**config.mk**
```make
export PLATFORM = sky130hd
export DESIGN_NAME = proc_modem_sched_flat
export DESIGN_NICKNAME = d
export VERILOG_FILES = /design/src/rtl/proc_modem_pkg.sv /design/src/rtl/proc_modem_sched_if.sv /design/src/rtl/proc_modem_rr_pick.sv /design/src/rtl/proc_modem_sched.sv /design/src/flat_wrapper.sv
export SDC_FILE = /design/constraint.sdc
export NUM_CORES = 1
export LEC_CHECK = 0
export CORE_UTILIZATION = 40
export DETAILED_ROUTE_END_ITERATION = 8
export DONT_BUFFER_PORTS = 1
export PLACE_DENSITY = 0.65
export SETUP_SLACK_MARGIN = 0.1
export SLEW_MARGIN = 20
export SYNTH_ARGS = -nofsm -noshare
export SYNTH_HDL_FRONTEND = slang
export SYNTH_SLANG_ARGS = --single-unit
```
**constraint.sdc**
```tcl
create_clock -name clock -period 3 [get_ports clock]
set_input_delay 0.45 -clock clock [delete_from_list [all_inputs] [get_ports clock]]
set_output_delay 0.45 -clock clock [all_outputs]
set_load 0.01 [all_outputs]
```
**src/rtl/proc_modem_pkg.sv**
```systemverilog
// Shared types and helpers for the modem channel scheduler.
// Holds the FSM state encoding and the round-robin step function.
package proc_modem_pkg;

    typedef enum logic [1:0] {
        ST_IDLE  = 2'd0,
        ST_HOLD  = 2'd1,
        ST_GUARD = 2'd2
    } state_t;

    localparam int SYM_CLKS_DEF = 32;

    function automatic int next_rr(input int idx, input int n);
        return (idx + 1) % n;
    endfunction

endpackage

```
**src/rtl/proc_modem_sched_if.sv**
```systemverilog
// Requester/modem bundle between the scheduler and its clients.
// master drives requests and demod return; slave is the scheduler.
interface proc_modem_sched_if #(
    parameter int N_REQ = 4
);
    localparam int OW = $clog2(N_REQ);

    logic             enable;
    logic [N_REQ-1:0] req;
    logic [N_REQ-1:0] key;
    logic             demod_in;
    logic             fault_clr;
    logic             mod_out;
    logic [N_REQ-1:0] grant;
    logic [OW-1:0]    owner;
    logic             busy;
    logic             overrun;
    logic             echo_fault;

    modport master (
        output enable, req, key, demod_in, fault_clr,
        input  mod_out, grant, owner, busy, overrun, echo_fault
    );

    modport slave (
        input  enable, req, key, demod_in, fault_clr,
        output mod_out, grant, owner, busy, overrun, echo_fault
    );

endinterface

```
**src/rtl/proc_modem_rr_pick.sv**
```systemverilog
// Combinational round-robin picker: first requester after the last owner.
// Produces a one-hot pick and its index; zero when nobody requests.
module proc_modem_rr_pick
    import proc_modem_pkg::*;
#(
    parameter int N_REQ = 4,
    localparam int OW = $clog2(N_REQ)
) (
    input  logic [N_REQ-1:0] req_i,
    input  logic [OW-1:0]    owner_i,
    output logic [N_REQ-1:0] pick_o,
    output logic [OW-1:0]    pick_idx_o
);

    logic [OW-1:0] cand;
    logic          found;

    always_comb begin
        pick_o     = '0;
        pick_idx_o = '0;
        found      = 1'b0;
        cand       = OW'(next_rr(int'(owner_i), N_REQ));
        for (int i = 0; i < N_REQ; i++) begin
            if (!found && req_i[cand]) begin
                found        = 1'b1;
                pick_o[cand] = 1'b1;
                pick_idx_o   = cand;
            end
            cand = OW'(next_rr(int'(cand), N_REQ));
        end
    end

endmodule

```
**src/rtl/proc_modem_sched.sv**
```systemverilog
// Shares one modem keying bit between N_REQ requesters on symbol boundaries,
// with a forced-0 guard between owners and an echo check on rising keys.
module proc_modem_sched
    import proc_modem_pkg::*;
#(
    parameter int N_REQ            = 4,
    parameter int SYM_CLKS         = SYM_CLKS_DEF,
    parameter int GUARD_SYMBOLS    = 2,
    parameter int MAX_HOLD_SYMBOLS = 64,
    parameter int ECHO_SYMBOLS     = 4
) (
    input logic               clock,
    input logic               reset_n,
    proc_modem_sched_if.slave bus
);

    localparam int OW = $clog2(N_REQ);
    localparam int SW = $clog2(SYM_CLKS);
    localparam int HW = $clog2(MAX_HOLD_SYMBOLS + 1);
    localparam int GW = $clog2(GUARD_SYMBOLS + 1);
    localparam int EW = $clog2(ECHO_SYMBOLS + 1);

    state_t           state_q, state_d;
    logic [SW-1:0]    sym_cnt_q, sym_cnt_d;
    logic [HW-1:0]    hold_cnt_q, hold_cnt_d;
    logic [GW-1:0]    guard_cnt_q, guard_cnt_d;
    logic [EW-1:0]    echo_cnt_q, echo_cnt_d;
    logic             echo_act_q, echo_act_d;
    logic             echo_fault_q, echo_fault_d;
    logic             overrun_q, overrun_d;
    logic             mod_out_q, mod_out_d;
    logic [N_REQ-1:0] grant_q, grant_d;
    logic [OW-1:0]    owner_q, owner_d;

    logic             sym_tick;
    logic             rel;
    logic [N_REQ-1:0] pick_oh;
    logic [OW-1:0]    pick_idx;

    assign sym_tick  = (sym_cnt_q == SW'(SYM_CLKS - 1));
    assign sym_cnt_d = sym_tick ? '0 : sym_cnt_q + SW'(1);

    proc_modem_rr_pick #(
        .N_REQ (N_REQ)
    ) u_pick (
        .req_i      (bus.req),
        .owner_i    (owner_q),
        .pick_o     (pick_oh),
        .pick_idx_o (pick_idx)
    );

    always_comb begin
        state_d      = state_q;
        grant_d      = grant_q;
        owner_d      = owner_q;
        mod_out_d    = 1'b0;
        hold_cnt_d   = hold_cnt_q;
        guard_cnt_d  = guard_cnt_q;
        overrun_d    = 1'b0;
        echo_act_d   = echo_act_q;
        echo_cnt_d   = echo_cnt_q;
        echo_fault_d = echo_fault_q & ~bus.fault_clr;
        rel          = 1'b0;

        unique case (state_q)
            ST_IDLE: begin
                if (sym_tick && bus.enable && |bus.req) begin
                    state_d    = ST_HOLD;
                    grant_d    = pick_oh;
                    owner_d    = pick_idx;
                    hold_cnt_d = '0;
                end
            end
            ST_HOLD: begin
                mod_out_d = bus.key[owner_q];
                // enable drop releases immediately, off the symbol grid
                if (!bus.enable) begin
                    rel = 1'b1;
                end else if (sym_tick) begin
                    if (hold_cnt_q == HW'(MAX_HOLD_SYMBOLS - 1)) begin
                        rel       = 1'b1;
                        overrun_d = 1'b1;
                    end else if (!bus.req[owner_q]) begin
                        rel = 1'b1;
                    end else begin
                        hold_cnt_d = hold_cnt_q + HW'(1);
                    end
                end
            end
            ST_GUARD: begin
                if (sym_tick) begin
                    if (guard_cnt_q == GW'(GUARD_SYMBOLS - 1)) begin
                        state_d = ST_IDLE;
                    end else begin
                        guard_cnt_d = guard_cnt_q + GW'(1);
                    end
                end
            end
            default: state_d = ST_IDLE;
        endcase

        if (rel) begin
            state_d     = ST_GUARD;
            grant_d     = '0;
            mod_out_d   = 1'b0;
            guard_cnt_d = '0;
        end

        // leaving HOLD abandons a pending echo check silently
        if (state_q != ST_HOLD || state_d != ST_HOLD) begin
            echo_act_d = 1'b0;
        end else if (mod_out_d && !mod_out_q) begin
            echo_act_d = 1'b1;
            echo_cnt_d = '0;
        end else if (echo_act_q) begin
            if (bus.demod_in) begin
                echo_act_d = 1'b0;
            end else if (sym_tick) begin
                if (echo_cnt_q == EW'(ECHO_SYMBOLS - 1)) begin
                    echo_act_d   = 1'b0;
                    echo_fault_d = 1'b1;
                end else begin
                    echo_cnt_d = echo_cnt_q + EW'(1);
                end
            end
        end
    end

    always_ff @(posedge clock or negedge reset_n) begin
        if (!reset_n) begin
            state_q      <= ST_IDLE;
            sym_cnt_q    <= '0;
            hold_cnt_q   <= '0;
            guard_cnt_q  <= '0;
            echo_cnt_q   <= '0;
            echo_act_q   <= 1'b0;
            echo_fault_q <= 1'b0;
            overrun_q    <= 1'b0;
            mod_out_q    <= 1'b0;
            grant_q      <= '0;
            owner_q      <= OW'(N_REQ - 1);
        end else begin
            state_q      <= state_d;
            sym_cnt_q    <= sym_cnt_d;
            hold_cnt_q   <= hold_cnt_d;
            guard_cnt_q  <= guard_cnt_d;
            echo_cnt_q   <= echo_cnt_d;
            echo_act_q   <= echo_act_d;
            echo_fault_q <= echo_fault_d;
            overrun_q    <= overrun_d;
            mod_out_q    <= mod_out_d;
            grant_q      <= grant_d;
            owner_q      <= owner_d;
        end
    end

    assign bus.mod_out    = mod_out_q;
    assign bus.grant      = grant_q;
    assign bus.owner      = owner_q;
    assign bus.busy       = (state_q != ST_IDLE);
    assign bus.overrun    = overrun_q;
    assign bus.echo_fault = echo_fault_q;

endmodule

```
**src/flat_wrapper.sv**
```systemverilog
// flat-port wrapper written by rule: the top's interface ports become plain ports
module proc_modem_sched_flat import proc_modem_pkg::*;
#(
    parameter int N_REQ            = 4,
    parameter int SYM_CLKS         = SYM_CLKS_DEF,
    parameter int GUARD_SYMBOLS    = 2,
    parameter int MAX_HOLD_SYMBOLS = 64,
    parameter int ECHO_SYMBOLS     = 4
)
  (clock, reset_n, bus_enable, bus_req, bus_key, bus_demod_in, bus_fault_clr, bus_mod_out, bus_grant, bus_owner, bus_busy, bus_overrun, bus_echo_fault);
  proc_modem_sched_if #(.N_REQ(N_REQ)) bus_i ();
  input logic clock;
  input logic reset_n;
  input wire logic [$bits(bus_i.enable)-1:0] bus_enable;
  input wire logic [$bits(bus_i.req)-1:0] bus_req;
  input wire logic [$bits(bus_i.key)-1:0] bus_key;
  input wire logic [$bits(bus_i.demod_in)-1:0] bus_demod_in;
  input wire logic [$bits(bus_i.fault_clr)-1:0] bus_fault_clr;
  output wire logic [$bits(bus_i.mod_out)-1:0] bus_mod_out;
  output wire logic [$bits(bus_i.grant)-1:0] bus_grant;
  output wire logic [$bits(bus_i.owner)-1:0] bus_owner;
  output wire logic [$bits(bus_i.busy)-1:0] bus_busy;
  output wire logic [$bits(bus_i.overrun)-1:0] bus_overrun;
  output wire logic [$bits(bus_i.echo_fault)-1:0] bus_echo_fault;
  assign bus_i.enable = bus_enable;
  assign bus_i.req = bus_req;
  assign bus_i.key = bus_key;
  assign bus_i.demod_in = bus_demod_in;
  assign bus_i.fault_clr = bus_fault_clr;
  assign bus_mod_out = bus_i.mod_out;
  assign bus_grant = bus_i.grant;
  assign bus_owner = bus_i.owner;
  assign bus_busy = bus_i.busy;
  assign bus_overrun = bus_i.overrun;
  assign bus_echo_fault = bus_i.echo_fault;
  proc_modem_sched #(.N_REQ(N_REQ), .SYM_CLKS(SYM_CLKS), .GUARD_SYMBOLS(GUARD_SYMBOLS), .MAX_HOLD_SYMBOLS(MAX_HOLD_SYMBOLS), .ECHO_SYMBOLS(ECHO_SYMBOLS)) u_core (.clock(clock), .reset_n(reset_n), .bus(bus_i));
endmodule
```
==> impl_metrics.ini, run 1 <==
[sta]
timing.final.crit_share_pct = 84.66
fin_skew_ps = 5.092
hold_viol = 0
fin_crit_ps = 2540
rsz0062_at_grt = false
relSlewSlack_pct = 60.73
fin_ws_ps = 460.1
setup_tns_ps = 0
setup_viol = 0
slew_violations = 0
hold_ws_ps = 273.9
fmax_mhz = 393.7
tightest_slew_ps = 580.8

[die]
start_util_pct = 42.38
rows = 24
ios = 23
die_y_um = 70.39
fp.coreArea_sq_um = 4414
die_area_sq_um = 4954
die_w_um = 70.39

[yosys]
synthCells = 189
ys.flop_type = dfrtp_1
syn_area_sq_um = 1871
ys_top_cells_by_area = dfrtp_1 36%, ha_1 8.0%, mux2i_1 4.8%
yosys_warnings = 0
synthArstFlopShare_pct = 100.0
seq_area_frac_synth_pct = 38.93
synth_compound_area_share_pct = 18.19
synth-xor-area-share_pct = 3.746
syn_nets = 214
synth_top_family_by_area = compound AO/OA/AOI/OAI gates
syn_area_per_cell_sq_um = 9.897
synth_enable_flop_cells = 0
synth_cell_types = 48
yosys.area.top_type = dfrtp_1
synthAdderAreaFrac_pct = 8.027
synth-simple-area-share_pct = 17.86
yosys_register_bits = 29
synth_top_area_share_pct = 36.12
synth_mux_area_share_pct = 10.23

[worst_setup_path]
cp-startpoint = u_core.bus.owner[0]$_DFFE_PN1P_
worst-endpoint-arrival_ps = 2690
critPathLaunchType = register
crit_required_ps = 3150
reg2reg_from = u_core.bus.owner[0]$_DFFE_PN1P_
reg2reg_slack_ps = 460
critPathKind = reg -> reg
path_max_fanout = 10
end_kind = register
r2r_cells = 7
r2r-end = u_core.bus.grant[2]$_DFFE_PN0P_

[power_and_ir_drop]
p_switching_mw = 0.1807
swShare_pct = 23.81
power_frac_clock_pct = 40.6
power_leakage_nw = 0.8955
p_seq_share_pct = 52.4
p_int_mw = 0.5782
ir_worst_vdd_mv = 0.2078
power_mw = 0.7589
p_per_area_nw_per_um2 = 368.0
comb_power_share_pct = 7.1

[placed_design]
place_ws_ps = 524.9
io_buffers = 0
dp_hpwl_mm = 2.642
place_congestion = 0.7808
dpl-instance-area_sq_um = 1939

[clock_network]
cts.htree.levels = 2
cts_resized = 0
cts_tree = yes
numClockSinks = 29
post-cts-setup-buffer-count = 0
cts_made_buffers = 5
cts.clk_slew.worst_paths_ps = 70
clockBufferDepth = 2
cts_root_buf = clkbuf_8
clock_latency_ps = 280

[finish]
area_delta_synth_final_pct = 10.23
fin_area_sq_um = 2062
multiInputGateArea_sq_um = 1086
fill_cells = 408
diodes = 0
drive_gt1_share_pct = 12.56
nNetsFinal = 223
seqCellArea_sq_um = 728.2

[drt]
dr.pass1.iters = 4
viasPerCell = 5.749
drcViolationCount = 0
routed_wl_mm = 3.681
dr_total_vias = 1443
first_iter_violations = 62
drtAntennaViolNets = 0
routedWlPerCell_um = 14.67

[global_routing]
overflow = 0
grt_pass1_wl_mm = 6.403
antenna_found_initial = 0
grt_max_degree = 28
grt_pass1_vias = 1329
grtUsageTotal_pct = 16.48

[worst_hold_path]
min-delay-start = bus_fault_clr
hp-class = in -> reg
hold_path_end = u_core.bus.echo_fault$_DFF_PN0_
whs_path_depth = 1

[run_status]
run_status = finished clean

[flow_run]
maxCapViolCount = 0
[power by group through the flow]
stage | combinational [mW] | clock [mW] | sequential [mW]
floorplan | 0.0336 | 0 | 0.404
global route | 0.0604 | 0.330 | 0.398
finish | 0.0535 | 0.308 | 0.397
CTS | 0.0524 | 0.313 | 0.397
detailed placement | 0.0404 | 0 | 0.404
global placement | 0.0401 | 0 | 0.405
[registers in the layout, summed over array words and instances (netlist names), 2 cells and up]
signal and count:
u_core.hold_cnt_q 7, u_core.sym_cnt_q 5, u_core.bus.grant 4, u_core.echo_cnt_q 3
u_core.bus.owner 2, u_core.guard_cnt_q 2, u_core.state_q 2
[logic make-up after synthesis]
logic type | Yosys count
AND/OR/NAND/NOR | 66
XOR/XNOR | 8
buffers and inverters | 13
multiplexers | 14
AO/OA/AOI/OAI | 47
flip-flops | 29
adder cells (fa/ha/maj) | 12
[repair_timing]
item | in CTS | in global routing
endpoints found under the setup margin | 0 | 0
hold buffers | 2 | 1
hold endpoints to repair | 27 | 2
[worst max-delay path by stage]
stage	to	slack [ps]	cells past startpoint
3_5_place_dp	u_core.bus.grant[2]$_DFFE_PN0P_	520	7
2_1_floorplan	u_core.bus.grant[0]$_DFFE_PN0P_	320	9
4_1_cts	u_core.bus.grant[2]$_DFFE_PN0P_	470	7
3_3_place_gp	u_core.bus.grant[2]$_DFFE_PN0P_	470	7
5_1_grt	u_core.bus.grant[2]$_DFFE_PN0P_	290	7
6_report	u_core.bus.grant[2]$_DFFE_PN0P_	460	7
[cell type report]
type,count,share of cell area [%]
Multi-Input combinational cell,147,52.67
Sequential cell,29,35.32
Clock buffer,6,3.519
Timing Repair Buffer,7,3.398
Tap cell,52,3.155
Inverter,8,1.456
Clock inverter,2,0.4854
[layout by cell type (no fill, tap or decap), types with 4 or more instances in the layout]
cell type	netlist	layout
dfrtp_1	27	27
nor2_1	19	19
nand2_1	15	15
a21oi_1	14	14
ha_1	12	12
mux2i_1	9	9
inv_1	8	8
o21ai_0	8	8
nand4_1	5	5
xor2_1	5	5
clkbuf_8	0	5
nand3_1	4	4
a31oi_1	4	4
buf_4	0	4
[metal layers]
layer	track usage (%)	part of all wire (%)	up-vias
met2	23.70	44	41
met4	5.333	0	0
met5	0	0	-
met1	23.72	50	694
met3	4.618	5.6	0
li1	-	-	708
[Yosys cell counts (5+ instances only)]
library cell  number
nand2_1           15
nor2_1            19
mux2i_1            9
o21ai_0            8
a21oi_1           14
xor2_1             5
nand4_1            5
inv_1              8
ha_1              12
dfrtp_1           27
[per-stage QoR]
step / cells / utilization (%)
3_5_place_dp: 240 / 43.93
3_3_place_gp: 240 / 43.93
5_1_grt: 251 / 46.71
6_report: 251 / 46.71
4_1_cts: 250 / 46.49
2_1_floorplan: 189 / -
[critical path: stages, from the launching register on]
cell and delay [ps]:
dfstp_2 700, inv_1 130, ha_1 310, nor2_1 300, mux2i_1 480, nor2_1 70, a221oi_1 280, o22ai_1 130
Power figures use the tool's default switching activity.
==> run 2, diff against run 1 <==
==> constraint.sdc (replaced) <==
create_clock -name clock -period 2.56 [get_ports clock]
set_input_delay 0.384 -clock clock [delete_from_list [all_inputs] [get_ports clock]]
set_output_delay 0.384 -clock clock [all_outputs]
set_load 0.01 [all_outputs]
==> run 2 against run 1 <==
  * Wire length increased by 2.0%
  * Register-to-register slack lost 170 ps
  * Total power increased by 20%
  * Maximum frequency rose by 12%
  * Design area grew 1.7%
  * Final cell count up 0.80%
  * Sequential power is 17% higher
  * Critical path type unchanged
  * Largest power group unchanged
==> impl_metrics.ini, run 2 (synthesis gave the netlist of run 1 again) <==
[sta]
fmax_mhz = 441.2
fin_crit_ps = 2266
fin_skew_ps = 3.783
fin_ws_ps = 293.6
timing.final.crit_share_pct = 88.53
slew_violations = 0
tightest_slew_ps = 557.9
relSlewSlack_pct = 62.28
hold_viol = 0
setup_tns_ps = 0
rsz0062_at_grt = false
setup_viol = 0

[drt]
viasPerCell = 5.621
wl_met2_mm = 1.703
m1WireLength_mm = 1.822
drtAntennaViolNets = 0
drcViolationCount = 0
routed_wl_mm = 3.753
routedWlPerCell_um = 14.83
wl_met3_um = 174
first_iter_violations = 77
dr.pass1.iters = 4
highest_layer = met4
dr_total_vias = 1422

[global_routing]
grt_pass1_vias = 1409
overflow = 0
antenna_found_initial = 0
grt_max_degree = 30
grtUsageTotal_pct = 16.49
grt_pass1_wl_mm = 6.479

[worst_setup_path]
reg2reg_slack_ps = 290
worst-endpoint-arrival_ps = 2490
r2r-end = u_core.bus.owner[1]$_DFFE_PN1P_
r2r_cells = 7
critPathLaunchType = register
reg2reg_from = u_core.bus.owner[0]$_DFFE_PN1P_
critPathKind = reg -> reg
crit_required_ps = 2780
end_kind = register
path_max_fanout = 8

[placed_design]
io_buffers = 0
place_congestion = 0.8751
dp_hpwl_mm = 2.841
place_ws_ps = 316.9

[clock_network]
cts_hold_buf = 2
post-cts-setup-buffer-count = 0
cts_root_buf = clkbuf_8
clock_latency_ps = 280
cts_resized = 0
clockBufferDepth = 2
numClockSinks = 29
cts.clk_slew.worst_paths_ps = 60
cts_made_buffers = 5
cts_tree = yes
cts.htree.levels = 2

[die]
rows = 24
die_area_sq_um = 4954
die_w_um = 70.39
start_util_pct = 42.38
ios = 23
fp.coreArea_sq_um = 4414
die_y_um = 70.39

[power_and_ir_drop]
p_switching_mw = 0.1998
comb_power_share_pct = 6.9
ir_worst_vdd_mv = 0.1504
power_frac_clock_pct = 41.7
power_leakage_nw = 0.9080
p_int_mw = 0.7083
p_per_area_nw_per_um2 = 433.1
p_seq_share_pct = 51.3
swShare_pct = 22.01

[finish]
diodes = 0
area_delta_synth_final_pct = 12.11
final_common_cell = dfrtp_1
largest_reg_flops = 7
fill_cells = 425
regMostFlops = u_core.hold_cnt_q
fin_util_pct = 47.51
final_cell_mix = 27 x dfrtp_1, 19 x nor2_1, 15 x nand2_1, 14 x a21oi_1, 11 x ha_1
drive_gt1_share_pct = 14.43
nNetsFinal = 225

[worst_hold_path]
min-delay-start = bus_fault_clr
hold_path_end = u_core.bus.echo_fault$_DFF_PN0_
hp-class = in -> reg
whs_path_depth = 1

[flow_run]
maxCapViolCount = 0

[run_status]
run_status = finished clean
-- run 2: changes by cell type in the layout (fill, tap and decap cells not counted), sizes merged --
cell         previous run  this run
buf                     5         8
clkbuf                  6         8
clkinv                  2         0
dlygate4sd3             2         1
-- run 2: layer usage --
layer  global-route usage (%)  up-vias
met5                        0        -
met4                    6.222        0
li1                         -      713
met2                    24.44       36
met3                    4.473        7
met1                    22.81      666
-- run 2: worst max-delay path by stage --
| stage | from | to | slack [ps] | cells after the start |
|---|---|---|---|---|
| after CTS | u_core.bus.owner[0]$_DFFE_PN1P_ | u_core.bus.grant[3]$_DFFE_PN0P_ | 300 | 7 |
| after global placement | u_core.bus.owner[0]$_DFFE_PN1P_ | u_core.bus.grant[1]$_DFFE_PN0P_ | 330 | 7 |
| after detailed placement | u_core.bus.owner[0]$_DFFE_PN1P_ | u_core.bus.owner[1]$_DFFE_PN1P_ | 320 | 7 |
| after global routing | u_core.bus.owner[0]$_DFFE_PN1P_ | u_core.bus.grant[2]$_DFFE_PN0P_ | 170 | 7 |
| after floorplan | u_core.bus.owner[0]$_DFFE_PN1P_ | u_core.bus.owner[1]$_DFFE_PN1P_ | 100 | 9 |
| final | u_core.bus.owner[0]$_DFFE_PN1P_ | u_core.bus.owner[1]$_DFFE_PN1P_ | 290 | 7 |
-- run 2: worst max-delay path, stage by stage (launching register included) --
cell     delay, ps
dfstp_2        580
inv_2           80
ha_1           370
mux4_2         380
o21ba_2        190
o32ai_1        260
o211a_1        220
o21a_1         120
-- run 2: power groups by stage --
stage	clock network [mW]	logic, mW	registers [mW]
final	0.379	0.0631	0.466
after global routing	0.412	0.0714	0.466
after CTS	0.391	0.0638	0.466
after detailed placement	0	0.0497	0.474
after global placement	0	0.0489	0.474
after floorplan	0	0.0394	0.473
-- run 2: layout make-up --
class,count,area (sq um),share of cell area [%]
multi-input cells,147,1101,52.51
inverters,8,30.03,1.432
clock buffers,8,90.09,4.296
flip-flops and latches,29,728.2,34.73
repair buffers,9,82.58,3.938
well taps,52,65.06,3.103
-- run 2: per-stage QoR --
stage	cell area (sq um)	cells	power [mW]	hold WS, ps
floorplan	1896	189	0.5128	88.41
global placement	1977	243	0.5230	89.18
detailed placement	1977	243	0.5240	89.06
CTS	2097	253	0.9212	216.0
global route	2097	253	0.9499	212.8
finish	2097	253	0.9081	220.2
==> run 3, diff against run 2 <==
==> constraint.sdc (replaced) <==
create_clock -name clock -period 2.8 [get_ports clock]
set_input_delay 0.42 -clock clock [delete_from_list [all_inputs] [get_ports clock]]
set_output_delay 0.42 -clock clock [all_outputs]
set_load 0.01 [all_outputs]
==> run 3 against run 2 <==
  * Combinational power decreased by 10%
  * Worst hold slack better by 29 ps
  * Global-route usage is 0.092 points lower
  * Highest routed layer unchanged
  * Maximum frequency down 6.8%
  * Wire length is 3.9% lower
  * Flip-flop and latch count unchanged
  * Clock skew down 1.8 ps
  * Register-to-register slack better by 70 ps
  * Critical path type unchanged
  * Sequential power shrank 8.6%
==> impl_metrics.ini, run 3 (synthesis gave the netlist of run 1 again) <==
[power_and_ir_drop]
ir_worst_vdd_mv = 0.1634
power_leakage_nw = 0.8845
swShare_pct = 21.41
p_int_mw = 0.6421
power_frac_clock_pct = 40.9
power_mw = 0.8170
p_switching_mw = 0.1749
p_per_area_nw_per_um2 = 398.9
p_seq_share_pct = 52.2
comb_power_share_pct = 7.0

[global_routing]
grt_max_degree = 30
antenna_found_initial = 0
overflow = 0
grt_pass1_vias = 1357
grt_pass1_wl_mm = 6.417
grtUsageTotal_pct = 16.40

[worst_setup_path]
worst-endpoint-arrival_ps = 2630
crit_required_ps = 3000
path_max_fanout = 12
reg2reg_slack_ps = 370
critPathKind = reg -> reg
critPathLaunchType = register
slowest_delay_ps = 660
cp_slowest_cell = dfstp_2
end_kind = register
cp-startpoint = u_core.bus.owner[0]$_DFFE_PN1P_
reg2reg_from = u_core.bus.owner[0]$_DFFE_PN1P_
critical_path.cell_chain = buf_4 > mux2_4 > or4_4 > a211oi_4 > a21oi_1 > a31oi_1

[clock_network]
clock_latency_ps = 270
cts_made_buffers = 5
cts_tree = yes
numClockSinks = 29
cts.htree.levels = 2
cts_root_buf = clkbuf_8
post-cts-setup-buffer-count = 0
cts.clk_slew.worst_paths_ps = 60
clockBufferDepth = 2

[placed_design]
place_congestion = 0.9512
io_buffers = 0
dp_hpwl_mm = 2.643
dpl-instance-area_sq_um = 1932
dp.cells = 239

[finish]
stdcell_count = 248
final_common_cell = dfrtp_1
largest_reg_flops = 7
diodes = 0
fin_area_sq_um = 2048
area_delta_synth_final_pct = 9.498
regMostFlops = u_core.hold_cnt_q
final_cell_mix = 27 x dfrtp_1, 19 x nor2_1, 15 x nand2_1, 14 x a21oi_1, 12 x ha_1
drive_gt1_share_pct = 11.73
nNetsFinal = 221

[sta]
fin_crit_ps = 2433
slew_violations = 0
fin_skew_ps = 1.976
fmax_mhz = 411.0
hold_viol = 0
setup_viol = 0
tightest_slew_ps = 561.4
setup_tns_ps = 0
relSlewSlack_pct = 62.05
timing.final.crit_share_pct = 86.89
rsz0062_at_grt = false

[worst_hold_path]
min-delay-start = bus_fault_clr
hp-class = in -> reg

[die]
die_w_um = 70.39
ios = 23
start_util_pct = 42.38
die_area_sq_um = 4954
fp.coreArea_sq_um = 4414
rows = 24
die_y_um = 70.39

[drt]
dr_total_vias = 1416
dr.pass1.iters = 4
drtAntennaViolNets = 0
first_iter_violations = 50
viasPerCell = 5.710
routedWlPerCell_um = 14.54
routed_wl_mm = 3.605
drcViolationCount = 0

[flow_run]
maxCapViolCount = 0

[run_status]
run_status = finished clean
## run 3: layer usage
metal	up-vias	global-route usage, %	share of wire, %
met1	668	22.84	47
met3	7	5.051	5.5
met4	0	4.667	1.4
met5	-	0	0
met2	36	24.44	46
li1	705	-	-
## run 3: area by class of cell
| class | count | area, sq um |
|---|---|---|
| clock buffers | 7 | 86.33 |
| flip-flops and latches | 29 | 728.2 |
| repair buffers | 5 | 52.55 |
| fillers | 416 | 2366 |
| inverters | 8 | 30.03 |
| well taps | 52 | 65.06 |
| multi-input cells | 147 | 1086 |
## run 3: critical path: cells and delay by family (launching register included)
kind / cells / cell delay [ps]
AOI/OAI and AO/OA: 3 / 540
buffers and inverters: 1 / 240
DFF: 1 / 660
muxes: 1 / 350
and+or+nand+nor: 1 / 560
## run 3: path summary, 6_finish.rpt
kind,endpoint,cells past startpoint
hold / removal,u_core.bus.echo_fault$_DFF_PN0_,1
max in group asynchronous,u_core.bus.owner[0]$_DFFE_PN1P_,2
setup / recovery,u_core.bus.grant[0]$_DFFE_PN0P_,6
hold reg to reg,u_core.sym_cnt_q[0]$_DFF_PN0_,1
setup reg to reg,u_core.bus.grant[0]$_DFFE_PN0P_,6
min in group asynchronous,u_core.hold_cnt_q[0]$_DFFE_PN0P_,2
## run 3: power by group through the flow
stage                     Clock, mW  Combinational (mW)  Sequential [mW]
after global routing          0.367              0.0639            0.427
after floorplan                   0              0.0360            0.433
after detailed placement          0              0.0449            0.434
after global placement            0              0.0438            0.434
final                         0.334              0.0568            0.426
after CTS                     0.346              0.0576            0.426
## run 3: per-stage QoR
step | hold slack, ps | utilization [%] | setup WS, ps
floorplan | 124.4 | - | 115.5
global placement | 125.4 | 43.76 | 375.4
detailed placement | 125.3 | 43.76 | 382.1
CTS | 238.8 | 46.40 | 364.4
global route | 236.5 | 46.40 | 204.6
finish | 248.8 | 46.40 | 367.1
## run 3: what timing repair did
item,in CTS,in global routing
hold buffers,2,0
endpoints found under the hold margin,29,0
gates resized for setup,0,0
